[config.mk]
export PLATFORM = sky130hd
export DESIGN_NAME = mult_ex_sequencer
export DESIGN_NICKNAME = d
export VERILOG_FILES = /design/src/rtl/mult_ex_sequencer.sv
export SDC_FILE = /design/constraint.sdc
export NUM_CORES = 1
export LEC_CHECK = 0
export ABC_AREA = 1
export CAP_MARGIN = 25
export CORE_MARGIN = 1.5
export CORE_UTILIZATION = 55
export CTS_CLUSTER_SIZE = 12
export DETAILED_ROUTE_END_ITERATION = 8
export GPL_TIMING_DRIVEN = 1
export PLACE_DENSITY = 0.74
export RECOVER_POWER = 50
export SYNTH_ARGS = -nofsm -noshare
export SYNTH_HDL_FRONTEND = slang
export SYNTH_SLANG_ARGS = --single-unit
[constraint.sdc]
create_clock -name clk -period 2.7 [get_ports clk]
set_input_delay 0.675 -clock clk [delete_from_list [all_inputs] [get_ports clk]]
set_output_delay 0.675 -clock clk [all_outputs]
set_load 0.005 [all_outputs]
[src/rtl/mult_ex_sequencer.sv]
// Purpose: iterative shift-add MULT/MULTU unit sequenced from the EX stage, one bit per cycle.
// Latency: WIDTH+1 cycles from acceptance to the done pulse; hi/lo update on the edge after done.
// Backpressure: stall holds IF/ID/EX from acceptance through the last RUN cycle; flush or reset abandons.
module mult_ex_sequencer #(
    parameter int WIDTH = 32
) (
    input  logic             clk,
    input  logic             reset,
    input  logic             start,
    input  logic             is_signed,
    input  logic             flush,
    input  logic [WIDTH-1:0] op_a,
    input  logic [WIDTH-1:0] op_b,
    output logic             stall,
    output logic             busy,
    output logic             done,
    output logic [WIDTH-1:0] hi,
    output logic [WIDTH-1:0] lo
);
    localparam int CW = (WIDTH > 1) ? $clog2(WIDTH) : 1;
    localparam logic [CW-1:0] LAST = CW'(WIDTH - 1);

    typedef enum logic [1:0] {IDLE, RUN, DONE} state_t;

    state_t             state_q, state_d;
    logic [CW-1:0]      cnt_q, cnt_d;
    logic [2*WIDTH-1:0] acc_q, acc_d;
    logic [WIDTH-1:0]   mcand_q, mcand_d;
    logic [WIDTH-1:0]   mplier_q, mplier_d;
    logic [WIDTH-1:0]   hi_q, hi_d;
    logic [WIDTH-1:0]   lo_q, lo_d;
    logic               neg_q, neg_d;
    logic               busy_q, busy_d;

    logic [WIDTH-1:0]   a_mag, b_mag, addend;
    logic [WIDTH:0]     sum;
    logic [2*WIDTH-1:0] prod;

    always_comb begin
        // Magnitude of the most negative value wraps to itself, which is correct as unsigned.
        a_mag  = (is_signed && op_a[WIDTH-1]) ? -op_a : op_a;
        b_mag  = (is_signed && op_b[WIDTH-1]) ? -op_b : op_b;
        addend = mplier_q[0] ? mcand_q : '0;
        sum    = {1'b0, acc_q[2*WIDTH-1:WIDTH]} + {1'b0, addend};
        prod   = neg_q ? -acc_q : acc_q;
    end

    always_comb begin
        state_d  = state_q;
        cnt_d    = cnt_q;
        acc_d    = acc_q;
        mcand_d  = mcand_q;
        mplier_d = mplier_q;
        neg_d    = neg_q;
        hi_d     = hi_q;
        lo_d     = lo_q;
        stall    = 1'b0;
        done     = 1'b0;

        case (state_q)
            IDLE: begin
                if (start && !flush) begin
                    stall    = 1'b1;
                    mcand_d  = a_mag;
                    mplier_d = b_mag;
                    neg_d    = is_signed & (op_a[WIDTH-1] ^ op_b[WIDTH-1]);
                    acc_d    = '0;
                    cnt_d    = '0;
                    state_d  = RUN;
                end
            end
            RUN: begin
                if (flush) begin
                    state_d = IDLE;
                end else begin
                    stall    = 1'b1;
                    acc_d    = {sum, acc_q[WIDTH-1:1]};
                    mplier_d = mplier_q >> 1;
                    cnt_d    = cnt_q + CW'(1);
                    if (cnt_q == LAST) begin
                        state_d = DONE;
                    end
                end
            end
            DONE: begin
                // Any start seen here is the same instruction still sitting in EX.
                state_d = IDLE;
                if (!flush) begin
                    done         = 1'b1;
                    {hi_d, lo_d} = prod;
                end
            end
            default: state_d = IDLE;
        endcase

        if (!reset) begin
            stall = 1'b0;
            done  = 1'b0;
        end

        busy_d = (state_d == RUN) || (state_d == DONE);
    end

    always_ff @(posedge clk) begin
        if (!reset) begin
            state_q  <= IDLE;
            cnt_q    <= '0;
            acc_q    <= '0;
            mcand_q  <= '0;
            mplier_q <= '0;
            neg_q    <= 1'b0;
            hi_q     <= '0;
            lo_q     <= '0;
            busy_q   <= 1'b0;
        end else begin
            state_q  <= state_d;
            cnt_q    <= cnt_d;
            acc_q    <= acc_d;
            mcand_q  <= mcand_d;
            mplier_q <= mplier_d;
            neg_q    <= neg_d;
            hi_q     <= hi_d;
            lo_q     <= lo_d;
            busy_q   <= busy_d;
        end
    end

    assign busy = busy_q;
    assign hi   = hi_q;
    assign lo   = lo_q;

endmodule

==> impl_metrics.env <==
export IMPL_dp_hpwl_um=32400
export IMPL_ctsHoldBuffers=0
export IMPL_seq_area_frac_synth=0.284
export IMPL_whs_ns=0.463
export IMPL_drtAntennaViolNets=0
export IMPL_yosysMostFrequentCell="nand2_1"
export IMPL_cts_clk_slew_worst_paths_ns=0.05
export IMPL_viasPerCell=5.42
export IMPL_place_gp_congestion=0.976
export IMPL_synth_ff_type="dfxtp_1"
export IMPL_grt_pass1_vias=13700
export IMPL_synth_area_top_cells="dfxtp_1 28%, nand2_1 17%, inv_1 9.5%"
export IMPL_netlist_area_sq_mm=0.0142
export IMPL_synthCells=2363
export IMPL_finalMaxSlewViolations=0
export IMPL_cts_max_level=1
export IMPL_post_dp_cell_area_sq_mm=0.0159
export IMPL_die_y_um=164
export IMPL_tritoncts="built"
export IMPL_total_power_uw=7270
export IMPL_setup_ws_ns=0.0916
export IMPL_p_comb_frac=0.163
export IMPL_routedWlPerCell_um=15.3
export IMPL_clk_latency_ns=0.52
export IMPL_num_antenna_cells=0
export IMPL_total_leakage_power_uw=0.00828
export IMPL_path_buf_inv=4
export IMPL_synth_largest_area_cell="dfxtp_1"
export IMPL_cp_startpoint="flush"
export IMPL_synthDistinctLibCells=51
export IMPL_core_area_sq_mm=0.0253
export IMPL_power_density_mw_per_mm2=440
export IMPL_start_kind="primary input"
export IMPL_fin_crit_ns=2.61
export IMPL_grt_pass1_wl_um=69300
export IMPL_num_vias=15300
export IMPL_slew_headroom=0.295
export IMPL_peakVddDrop_v=0.000485
export IMPL_worst_slew_pin_slew_ns=1.06
export IMPL_run_status="finished, final reports clean"
export IMPL_synth_top_area_frac=0.284
export IMPL_required_ns=2.03
export IMPL_swShare=0.289
export IMPL_root_buffer="clkbuf_16"
export IMPL_rsz0062_at_grt="false"
export IMPL_worst_setup_path_type="primary input to output port"
export IMPL_drt_wl_total_um=43200
export IMPL_synth_edf_count=0
export IMPL_overflow=0
export IMPL_fin_crit_sh=0.966
export IMPL_ys_warn_count=0
export IMPL_track_usage=0.321
export IMPL_slowest_delay_ns=0.50
export IMPL_cp_top_family="buffers and inverters"
export IMPL_grt_max_degree=98
export IMPL_synthArstFlopShare=0
export IMPL_start_util=0.561
export IMPL_min_delay_start="mplier_q[31]"
export IMPL_p_seq_frac=0.430
export IMPL_critPathSlowestCell="clkdlybuf4s50_1"
export IMPL_fmax_mhz=383
export IMPL_hold_class="flip-flop to flip-flop"
export IMPL_io_buffers=135
export IMPL_cp_max_fo=2
export IMPL_cts_sinks=201
export IMPL_cap_violations=0
export IMPL_hold_violations=0
export IMPL_numCtsBuffers=23
export IMPL_syn_avg_cell_area_sq_um=6.00
export IMPL_clock_path_buffers=3
export IMPL_end_kind="output port"
export IMPL_final_util=0.655
export IMPL_syn2layout_area_growth_pct=16.7
export IMPL_fin_nets=2581
export IMPL_worstPathArrival_ns=1.93
export IMPL_drt_iter0_markers=1424
export IMPL_finalInstanceArea_sq_mm=0.0165
export IMPL_dp_slack_ns=-0.139
export IMPL_drive_above_1_share=0.0539
export IMPL_cp_cell_sequence="dlygate4sd2_1, nor3_4, inv_2, nor2_1, buf_4, clkdlybuf4s50_1"
export IMPL_drc_errors=0
export IMPL_antenna_found_initial=0
export IMPL_setup_viol=0
export IMPL_dr_pass1_iters=7
export IMPL_die_w_um=164
export IMPL_clockPowerShare=0.406
export IMPL_synth_commonest_cells="640 x nand2_1, 359 x inv_1, 245 x nor2_1"
export IMPL_switching_power_uw=2100
export IMPL_dieArea_sq_mm=0.0267
export IMPL_r2r_start="mplier_q[0]"
export IMPL_ios=136
export IMPL_fin_skew_ns=0.0122
export IMPL_regToRegSetupSlack_ns=0.21
export IMPL_placementRows=58
export IMPL_synth_nets=2470
export IMPL_ys_seq_elements=201
export IMPL_power_internal_uw=5170
[layout by cell type (no fill, tap or decap), drive strengths merged]
master | synthesis | layout
xor2 | 37 | 37
dlygate4sd2 | 0 | 1
o21bai | 12 | 12
o22ai | 11 | 11
clkinvlp | 0 | 1
a32o | 1 | 1
nor2b | 2 | 2
o221ai | 7 | 7
inv | 370 | 371
buf | 43 | 36
o31ai | 4 | 4
a21oi | 169 | 169
nor2 | 263 | 263
and3 | 1 | 1
clkbuf | 46 | 39
ha | 37 | 37
or2 | 12 | 12
nand3 | 209 | 209
nor4 | 2 | 2
nor3 | 13 | 13
dlygate4sd3 | 0 | 43
o21a | 26 | 26
a211oi | 15 | 15
xnor2 | 5 | 5
and2 | 3 | 3
a31oi | 22 | 22
nand2 | 657 | 657
nand4 | 34 | 34
clkdlybuf4s50 | 0 | 89
nor3b | 1 | 1
nand3b | 8 | 8
dfxtp | 201 | 201
a21o | 4 | 4
o21ai | 135 | 135
clkinv | 3 | 6
dlymetal6s2s | 0 | 1
fa | 1 | 1
o211ai | 9 | 9
[tightest hold or removal path: cells and delay by family, from the launching register on]
kind / cells / cell delay, ns
AND/OR/NAND/NOR: 1 / 0.06
flip-flops: 1 / 0.30
AO/OA/AOI/OAI: 1 / 0.05
[flip-flops by register name (all words and copies together), names as in the netlist]
register,count
state_q,2
neg_q,1
cnt_q,5
mplier_q,32
busy,1
lo,32
acc_q,64
hi,32
mcand_q,32
[area by class of cell]
type                            count  area [sq um]
Clock buffer                       34           667
Timing Repair Buffer              175          1700
Inverter                          373          1400
Multi-Input combinational cell   1700          8300
Tap cell                          330           413
Clock inverter                      5          31.3
Fill cell                        2496          8720
Sequential cell                   201          4030
[logic make-up (layout without fill, tap and decap cells)]
group | after synthesis | in the layout | synth area share
buffers and inverters | 462 | 587 | 0.127
AOI/OAI and AO/OA | 415 | 415 | 0.165
and+or+nand+nor | 1205 | 1205 | 0.364
xor gates and xnor gates | 42 | 42 | 0.0260
DFF | 201 | 201 | 0.284
adders and majority gates | 38 | 38 | 0.0341
[timing repair]
action / 4_1_cts / 5_1_grt
pin swaps: 1 / 1
endpoints found under the setup margin: 2 / 2
resized for setup: 1 / 1
setup buffers: 1 / 1
[per-stage QoR]
step | TNS (ns) | cells
6_report | 0 | 2818
5_1_grt | 0 | 2818
4_1_cts | 0 | 2817
3_5_place_dp | -1.94 | 2777
3_3_place_gp | -0.868 | 2777
2_1_floorplan | 0 | 2363
[power groups by stage]
stage	registers, uW	logic [uW]	clock network [uW]
after floorplan	3170	805	0
after global placement	3190	1170	0
after detailed placement	3190	1190	0
after CTS	3130	1190	2980
after global routing	3140	1310	3090
final	3130	1190	2950
[worst paths after layout]
check	to	cells after the start
worst min register to register	mplier_q[31]	2
worst max register to register	acc_q[60]	14
worst min-delay path	mplier_q[31]	2
worst max-delay path	done	6
[layer usage]
metal / track usage / vias up / share of wire / wire length, um
li1: - / 7773 / - / -
met4: 0.0831 / 0 / 0.025 / 1090
met5: 0 / - / 0 / 0
met3: 0.0373 / 78 / 0.068 / 2940
met2: 0.517 / 564 / 0.44 / 19000
met1: 0.452 / 6868 / 0.47 / 20200
(Power assumes the default switching activity.)
